==> config.mk <==
export PLATFORM = sky130hd
export DESIGN_NAME = spi_slave_if
export DESIGN_NICKNAME = d
export VERILOG_FILES = /design/src/rtl/spi_pkg.sv /design/src/rtl/spi_sync_edge.sv /design/src/rtl/spi_slave_if.sv
export SDC_FILE = /design/constraint.sdc
export NUM_CORES = 1
export LEC_CHECK = 0
export ABC_AREA = 1
export CAP_MARGIN = 20
export CORE_UTILIZATION = 52
export DETAILED_ROUTE_END_ITERATION = 10
export GPL_ROUTABILITY_DRIVEN = 0
export HOLD_SLACK_MARGIN = 0.1
export PLACE_DENSITY_LB_ADDON = 0.2
export SLEW_MARGIN = 20
export SYNTH_ARGS = -nofsm -noshare
export SYNTH_HDL_FRONTEND = slang
export SYNTH_HIERARCHICAL = 1
export SYNTH_SLANG_ARGS = --single-unit
==> constraint.sdc <==
create_clock -name clk -period 1.74 [get_ports clk]
set_input_delay 0.261 -clock clk [delete_from_list [all_inputs] [get_ports clk]]
set_output_delay 0.261 -clock clk [all_outputs]
set_load 0.05 [all_outputs]
==> src/rtl/spi_pkg.sv <==
// Shared SPI definitions for the master and slave endpoints.
// Holds the default frame width, the frame FSM states and the counter-width helper.
package spi_pkg;

  localparam int SPI_DATA_WIDTH = 8;

  typedef enum logic {
    IDLE   = 1'b0,
    ACTIVE = 1'b1
  } spi_state_e;

  function automatic int spi_cnt_width(input int data_width);
    return $clog2(data_width) + 1;
  endfunction

endpackage

==> src/rtl/spi_sync_edge.sv <==
// Multi-stage pin synchronizer with one-cycle rise/fall pulses on the synchronized value.
// Latency STAGES clk from pin to pulse; no backpressure, pulses are never held.
module spi_sync_edge
  import spi_pkg::*;
#(
  parameter int   STAGES    = 2,
  parameter logic RESET_VAL = 1'b0
) (
  input  logic clk,
  input  logic reset,
  input  logic d,
  output logic rise,
  output logic fall
);

  logic [STAGES-1:0] chain;
  logic              prev;
  logic              q;

  always_ff @(posedge clk or negedge reset) begin
    if (!reset) begin
      chain <= {STAGES{RESET_VAL}};
      prev  <= RESET_VAL;
    end else begin
      chain <= {chain[STAGES-2:0], d};
      prev  <= chain[STAGES-1];
    end
  end

  assign q    = chain[STAGES-1];
  assign rise = q & ~prev;
  assign fall = ~q & prev;

endmodule

==> src/rtl/spi_slave_if.sv <==
// SPI slave endpoint (CPOL=0, LSB first) oversampling sclk/cs_n/mosi in the clk domain.
// Pin-to-action latency SYNC_STAGES+1 clk; tx holding register refuses loads until consumed by a frame.
module spi_slave_if
  import spi_pkg::*;
#(
  parameter int DATA_WIDTH  = SPI_DATA_WIDTH,
  parameter int SYNC_STAGES = 2
) (
  input  logic                  clk,
  input  logic                  reset,
  input  logic                  sclk,
  input  logic                  cs_n,
  input  logic                  mosi,
  output logic                  miso,
  output logic                  miso_oe,
  input  logic [DATA_WIDTH-1:0] tx_data,
  input  logic                  tx_load,
  output logic                  tx_ready,
  output logic [DATA_WIDTH-1:0] rx_data,
  output logic                  rx_valid,
  output logic                  busy,
  output logic                  overrun,
  input  logic                  rx_ack
);

  localparam int CW = spi_cnt_width(DATA_WIDTH);

  logic sclk_rise;
  logic sclk_fall;
  logic cs_rise;
  logic cs_fall;
  logic mosi_s;

  logic [SYNC_STAGES-1:0] mosi_sync;

  spi_state_e state;
  spi_state_e nxt_state;

  logic [DATA_WIDTH-1:0] hold;
  logic [DATA_WIDTH-1:0] nxt_hold;
  logic [DATA_WIDTH-1:0] sh;
  logic [DATA_WIDTH-1:0] nxt_sh;
  logic [DATA_WIDTH-1:0] nxt_rx_data;
  logic [CW-1:0]         cnt;
  logic [CW-1:0]         nxt_cnt;

  logic nxt_tx_ready;
  logic nxt_miso;
  logic nxt_miso_oe;
  logic nxt_busy;
  logic nxt_rx_valid;
  logic rx_pending;
  logic nxt_rx_pending;
  logic nxt_overrun;
  logic consume;
  logic frame_done;

  spi_sync_edge #(
    .STAGES    (SYNC_STAGES),
    .RESET_VAL (1'b0)
  ) u_sclk_sync (
    .clk   (clk),
    .reset (reset),
    .d     (sclk),
    .rise  (sclk_rise),
    .fall  (sclk_fall)
  );

  spi_sync_edge #(
    .STAGES    (SYNC_STAGES),
    .RESET_VAL (1'b1)
  ) u_cs_sync (
    .clk   (clk),
    .reset (reset),
    .d     (cs_n),
    .rise  (cs_rise),
    .fall  (cs_fall)
  );

  // mosi only needs the same delay as sclk so it is sampled aligned with sclk_fall
  always_ff @(posedge clk or negedge reset) begin
    if (!reset) begin
      mosi_sync <= '0;
    end else begin
      mosi_sync <= {mosi_sync[SYNC_STAGES-2:0], mosi};
    end
  end

  assign mosi_s = mosi_sync[SYNC_STAGES-1];

  always_ff @(posedge clk or negedge reset) begin
    if (!reset) begin
      state <= IDLE;
    end else begin
      state <= nxt_state;
    end
  end

  always_comb begin
    nxt_state      = state;
    nxt_hold       = hold;
    nxt_sh         = sh;
    nxt_cnt        = cnt;
    nxt_tx_ready   = tx_ready;
    nxt_miso       = miso;
    nxt_miso_oe    = miso_oe;
    nxt_busy       = busy;
    nxt_rx_data    = rx_data;
    nxt_rx_valid   = 1'b0;
    nxt_rx_pending = rx_pending;
    nxt_overrun    = overrun;
    consume        = 1'b0;
    frame_done     = 1'b0;

    case (state)
      IDLE: begin
        // a coincident sclk rise is dropped: the master violated setup
        if (cs_fall) begin
          nxt_sh      = hold;
          consume     = 1'b1;
          nxt_cnt     = '0;
          nxt_busy    = 1'b1;
          nxt_miso_oe = 1'b1;
          nxt_miso    = 1'b0;
          nxt_state   = ACTIVE;
        end
      end
      ACTIVE: begin
        if (cs_rise) begin
          nxt_state   = IDLE;
          nxt_miso_oe = 1'b0;
          nxt_miso    = 1'b0;
          nxt_busy    = 1'b0;
          nxt_cnt     = '0;
        end else if (sclk_rise) begin
          nxt_miso = sh[0];
          nxt_sh   = {1'b0, sh[DATA_WIDTH-1:1]};
        end else if (sclk_fall) begin
          if (cnt == CW'(DATA_WIDTH - 1)) begin
            frame_done   = 1'b1;
            nxt_rx_data  = {mosi_s, sh[DATA_WIDTH-2:0]};
            nxt_rx_valid = 1'b1;
            nxt_cnt      = '0;
            nxt_sh       = hold;
            consume      = 1'b1;
          end else begin
            nxt_sh  = {mosi_s, sh[DATA_WIDTH-2:0]};
            nxt_cnt = cnt + CW'(1);
          end
        end
      end
      default: begin
        nxt_state = IDLE;
      end
    endcase

    // Consumed holding register reads as zero so an unloaded frame shifts out zeros.
    if (consume) begin
      nxt_hold     = '0;
      nxt_tx_ready = 1'b1;
    end
    if (tx_load && tx_ready) begin
      nxt_hold     = tx_data;
      nxt_tx_ready = 1'b0;
    end

    if (rx_ack) begin
      nxt_rx_pending = 1'b0;
      nxt_overrun    = 1'b0;
    end
    if (frame_done) begin
      nxt_rx_pending = 1'b1;
      if (rx_pending && !rx_ack) begin
        nxt_overrun = 1'b1;
      end
    end
  end

  always_ff @(posedge clk or negedge reset) begin
    if (!reset) begin
      hold       <= '0;
      sh         <= '0;
      cnt        <= '0;
      tx_ready   <= 1'b1;
      miso       <= 1'b0;
      miso_oe    <= 1'b0;
      busy       <= 1'b0;
      rx_data    <= '0;
      rx_valid   <= 1'b0;
      rx_pending <= 1'b0;
      overrun    <= 1'b0;
    end else begin
      hold       <= nxt_hold;
      sh         <= nxt_sh;
      cnt        <= nxt_cnt;
      tx_ready   <= nxt_tx_ready;
      miso       <= nxt_miso;
      miso_oe    <= nxt_miso_oe;
      busy       <= nxt_busy;
      rx_data    <= nxt_rx_data;
      rx_valid   <= nxt_rx_valid;
      rx_pending <= nxt_rx_pending;
      overrun    <= nxt_overrun;
    end
  end

endmodule
# == After elaboration in Yosys (flattened, before gate mapping) ==
# Index checks and enable logic that the tools add are counted.
# op_classes
mux,37
n_eq_ne,9
reduce_logical,11
n_addsub,1
bitwise_logic,11
# ops
operator,n
two-way mux 8 bit,7
two-way mux 4 bit,5
two-way mux 1 bit,19
one-hot mux 8 bit (2 select lines),1
"inequality test 3 bit, second input constant",4
one-hot mux 1 bit (2 select lines),4
one-hot mux 4 bit (2 select lines),1
inverter 1 bit,7
"inequality test 2 bit, second input constant",3
AND reduction 3 bit,2
AND reduction 5 bit,1
"adder 4 x 1 -> 4 bit, second input constant",1
AND 1 bit,4
"equality test 4 x 3 -> 1 bit, second input constant",1
AND reduction 2 bit,2
AND reduction 4 bit,1
nonzero test 2 bit,2
"inequality test 3 x 2 -> 1 bit, second input constant",1
logical AND 1 bit,2
logical NOT 1 bit,1
# word_totals
inputBits,15
elab_cells,86
output_inout_bits,14
reg_bits,43

# == Longest topological paths before layout ==
# Gate-level depths: netlist of run 1.
# depth
word_depth,8
depth_mapped,9
depth_no_buf,9

# == By module ==
# Netlist of run 1, hierarchy kept.
# by_module_without_submodules
mod,area_each_um2,cells_per_inst,n_inst,seq_area_each_um2
spi_slave_if,1661.6,198,1,927.1
spi_sync_edge (u_cs_sync),93.8,7,1,78.8
spi_sync_edge (u_sclk_sync),90.1,7,1,75.1

# == Worst setup path before layout of run 1 ==
# Ideal clock, no wire load.
# synth_timing
path_type,reg2reg
start,reg u_cs_sync.chain[1]
end,reg rx_data[0]
stages_incl_launch_ff,10
path_slack_ns,0.380
setup_time_ns,0.118
arrival_ns,1.242
period_less_slack_ns,1.360
path_buffers,0
required_ns,1.622
cell_sequence,dfstp_2 > inv_1 > nor2_1 > inv_1 > nand2_2 > inv_2 > nand3_2 > clkinv_1 > nand2_1 > nand2_1
# synth_via
elab_chain_cells,3
# synth_lines
item,line,source
"start, declared",spi_sync_edge.sv:16,logic [STAGES-1:0] chain;
"start signal, assigned",spi_sync_edge.sv:22,chain <= {STAGES{RESET_VAL}};
"start signal, assigned",spi_sync_edge.sv:25,"chain <= {chain[STAGES-2:0], d};"
AND 1 bit,spi_sync_edge.sv:31,assign rise = q & ~prev;
named net cs_rise,spi_slave_if.sv:30,logic cs_rise;
inverter 1 bit (no line),--,
AND reduction 5 bit (no line),--,
"end signal, assigned",spi_slave_if.sv:200,rx_data <= nxt_rx_data;
"end, declared",spi_slave_if.sv:19,"output logic [DATA_WIDTH-1:0] rx_data,"
# The timed path passes the listed nets, and every way through them passes these cells.
# A chain may end at the register's enable or synchronous reset.

# == Final worst setup path of run 1 ==
# layout_timing
start,reg cnt[0]
end,reg sh[5]
# layout_via
elab_chain_cells,3
# layout_lines
item,line,source
"start, declared",spi_slave_if.sv:44,logic [CW-1:0] cnt;
"start signal, assigned",spi_slave_if.sv:195,cnt <= nxt_cnt;
equality test 4 x 3 -> 1 bit,spi_slave_if.sv:139,if (cnt == CW'(DATA_WIDTH - 1)) begin
inequality test 3 x 2 -> 1 bit (no line),--,
AND reduction 4 bit (no line),--,
"end signal, assigned",spi_slave_if.sv:194,sh <= nxt_sh;
"end, declared",spi_slave_if.sv:41,logic [DATA_WIDTH-1:0] sh;
# Every way passes these cells.

==> summary.txt, run 1 <==
GRT
  – Initial antenna violation count: 0
  – GRT overflow: 0
  – Vias in the first global route: 1214
  – Largest net degree at the start of global routing: 24
  – GRT Resource Usage Total: 0.196
  – Global-route wire length before repair: 5260 um

Power
  – Total power density per cell area: 1240 mW/mm2
  – VDD IR max: 0.000827 V
  – Leak pwr: 1.16 nW

Drt
  – Routed via count: 1413
  – Residual DRC count: 0
  – Antenna Nets Post-Route: 0
  – DRT Pass-1 Iters: 5
  – Final wirelength: 3130 um
  – Drt via density: 4.79
  – WL/cell: around 11 um
  – Iteration-0 DRC Markers: between 60 and 70

CTS
  – CTS max path bufs: 2
  – Clk sinks: 43
  – Post-CTS setup buffer count: 0
  – H-tree depth: 2
  – Later-pin clock latency in the skew report: roughly 0.35 ns
  – CTS tree: yes
  – CTS clk-pin slew, worst paths: around 0.12 ns
  – CTS Root Cell: clkbuf_4
  – CTS buffer count: 5

Status
  – Status: complete, no violations

Synth
  – Seq/Total Area, Yosys: 0.586
  – Synth warn: 6
  – Gate Count Post-Synth: 212
  – Syn Area/Cell: slightly below 9 um2
  – Yosys cell types: 21
  – Post-synth net total: 228
  – Mapped Area: 0.00185 mm2
  – Seq cells post-synth: 43

Worst setup path
  – CP required: 2.04 ns
  – Setup crit start kind: flip-flop
  – R2r endpoint: sh[5]$_DFFE_PN0P_
  – CP Cell Sequence: ha_1, nand3_1, nand2_1, inv_2, nor2_4, nor2_1, nor2_1
  – CP startpoint: cnt[0]$_DFFE_PN0P_
  – CP Capture Type: flip-flop
  – Critical Path AT: 1.79 ns
  – Most used cell, CP: nor2_1
  – FF-to-FF setup slack: around 0.24 ns
  – Cells on worst reg2reg path: 7
  – Setup crit end: sh[5]$_DFFE_PN0P_
  – R2r startpoint: cnt[0]$_DFFE_PN0P_
  – Crit path max fanout: 8
  – Slowest Stage Delay on Critical Path: roughly 0.40 ns
  – Crit path kind: reg -> reg
  – Slowest stage cell, crit path: dfrtp_1

Final layout
  – Antenna diodes: 0
  – Nets@finish: 264
  – Layout overhead on the synthesized area: 22.3%
  – Layout cells sized above 1: 0.181

Min path
  – Hold Crit Class: in -> reg

STA
  – WHS: 0.306 ns
  – Setup repair after global routing missed its margin: no
  – Setup Skew: between 0.01 and 0.015 ns
  – Setup TNS after final layout: 0 ns
  – Slew Viols, Final: 0
  – Final hold violation count: 0
  – Crit path time final: 1.50 ns
  – Crit share post-route: 0.860
  – Slew HR: 0.672
  – Highest clock rate: 0.668 GHz
  – Worst-Margin Slew: a little under 0.5 ns
  – # setup viols final: 0

Floorplan
  – Core area: 0.00336 mm2
  – Initial Util: 0.549
  – Ports: 29
  – DIE AREA: 0.00379 mm2
  – Row cnt: 21
  – Die X: 61.6 um
  – Die height: between 60 and 70 um

Flow run
  – Maxcap violations: 0

Place
  – HPWL Detailed: 2350 um
  – Port buffer count: 28
-- layout by cell type, fill, tap and decap left out, drive strengths merged --
cell           count
xor2               1
bufinv             1
clkbuf             6
o21ai             14
inv               24
nand3             15
dfrtp             39
nor2              40
nand2             58
dlygate4sd3        1
clkinv             2
a21oi              4
nand4              7
dlygate4sd2        2
dfstp              4
ha                 1
clkdlybuf4s50     13
buf               17
-- flip-flops by register name (all words and copies together), names as in the netlist, 2 cells and up --
signal	count
hold	8
u_cs_sync/chain	2
u_sclk_sync/chain	2
sh	8
rx_data	8
mosi_sync	2
cnt	4
-- where the power goes --
part / switching, mW / total, mW / internal, mW
Clock: 0.307 / 0.647 / 0.340
Combinational: 0.483 / 0.743 / 0.260
Sequential: 0.151 / 1.40 / 1.25
Total: 0.941 / 2.79 / 1.85
-- routing by layer --
metal | wire length [um] | up-vias | part of all wire | track usage
li1 | - | 736 | - | -
met1 | 1530 | 627 | 0.49 | 0.260
met2 | 1400 | 43 | 0.45 | 0.306
met3 | 153 | 7 | 0.049 | 0.0441
met4 | 55 | 0 | 0.018 | 0.0952
met5 | 0 | - | 0 | 0
-- Yosys cell counts (all sizes together) --
| cell type | number | share of area |
|---|---|---|
| nand2 | 58 | 0.13 |
| nand3 | 15 | 0.046 |
| clkinv | 1 | 0.0020 |
| xor2 | 1 | 0.0047 |
| inv | 24 | 0.049 |
| ha | 1 | 0.0068 |
| buf | 4 | 0.015 |
| nand4 | 7 | 0.024 |
| a21oi | 4 | 0.011 |
| dfstp | 4 | 0.057 |
| o21ai | 14 | 0.042 |
| dfrtp | 39 | 0.53 |
| nor2 | 40 | 0.085 |
-- critical path, delay by kind of cell (launching register included) --
family / cells / cell delay, ns
buf+inv: 1 / 0.08
fa+ha+maj: 1 / 0.21
simple gates: 5 / 0.75
flops: 1 / 0.40
-- timing repair --
item,CTS,global route
gates resized for setup,2,0
hold buffers,1,0
hold endpoints to repair,20,0
endpoints found under the setup margin,2,0
-- kinds of logic after synthesis --
| group | share of synthesized area |
|---|---|
| compound gates | 0.0529 |
| xor+xnor | 0.00475 |
| fa+ha+maj | 0.00678 |
| buf+inv | 0.0658 |
| flops | 0.586 |
| simple gates | 0.284 |
-- how the worst min path moves through the flow --
stage                from                            to  slack, ns  cells after the start
CTS                  cs_n  u_cs_sync/chain[0]$_DFF_PN1_       0.29                      1
floorplan           reset              busy$_DFFE_PN0P_      -0.03                      0
finish               cs_n  u_cs_sync/chain[0]$_DFF_PN1_       0.31                      1
global route         cs_n  u_cs_sync/chain[0]$_DFF_PN1_       0.30                      1
detailed placement  reset             overrun$_DFF_PN0_       0.24                      1
global placement    reset            cnt[3]$_DFFE_PN0P_       0.24                      1
-- area by class of cell --
| class | count | area [um2] |
|---|---|---|
| well taps | 46 | 57.6 |
| clock inverters | 2 | 35.0 |
| flip-flops and latches | 43 | 1080 |
| inverters | 25 | 93.8 |
| clock buffers | 6 | 51.3 |
| fillers | 308 | 1110 |
| multi-input cells | 140 | 643 |
| repair buffers | 33 | 295 |
-- per-stage QoR --
step	worst slack, ns	area, um2	std cells	utilization	power (mW)
global route	0.0438	2260	295	0.671	2.98
CTS	0.212	2260	295	0.671	2.81
detailed placement	0.261	2160	286	0.643	2.16
global placement	0.298	2160	286	0.643	2.14
floorplan	0.380	1850	212	-	1.93
finish	0.244	2260	295	0.671	2.79
Power figures use the tool's default switching activity.
==> inputs of run 2 (changes only) <==
Settings changed: CAP_MARGIN 20 to unset.
==> results of run 2 <==
Final layout, timing and power as in run 1 (identical DEF).
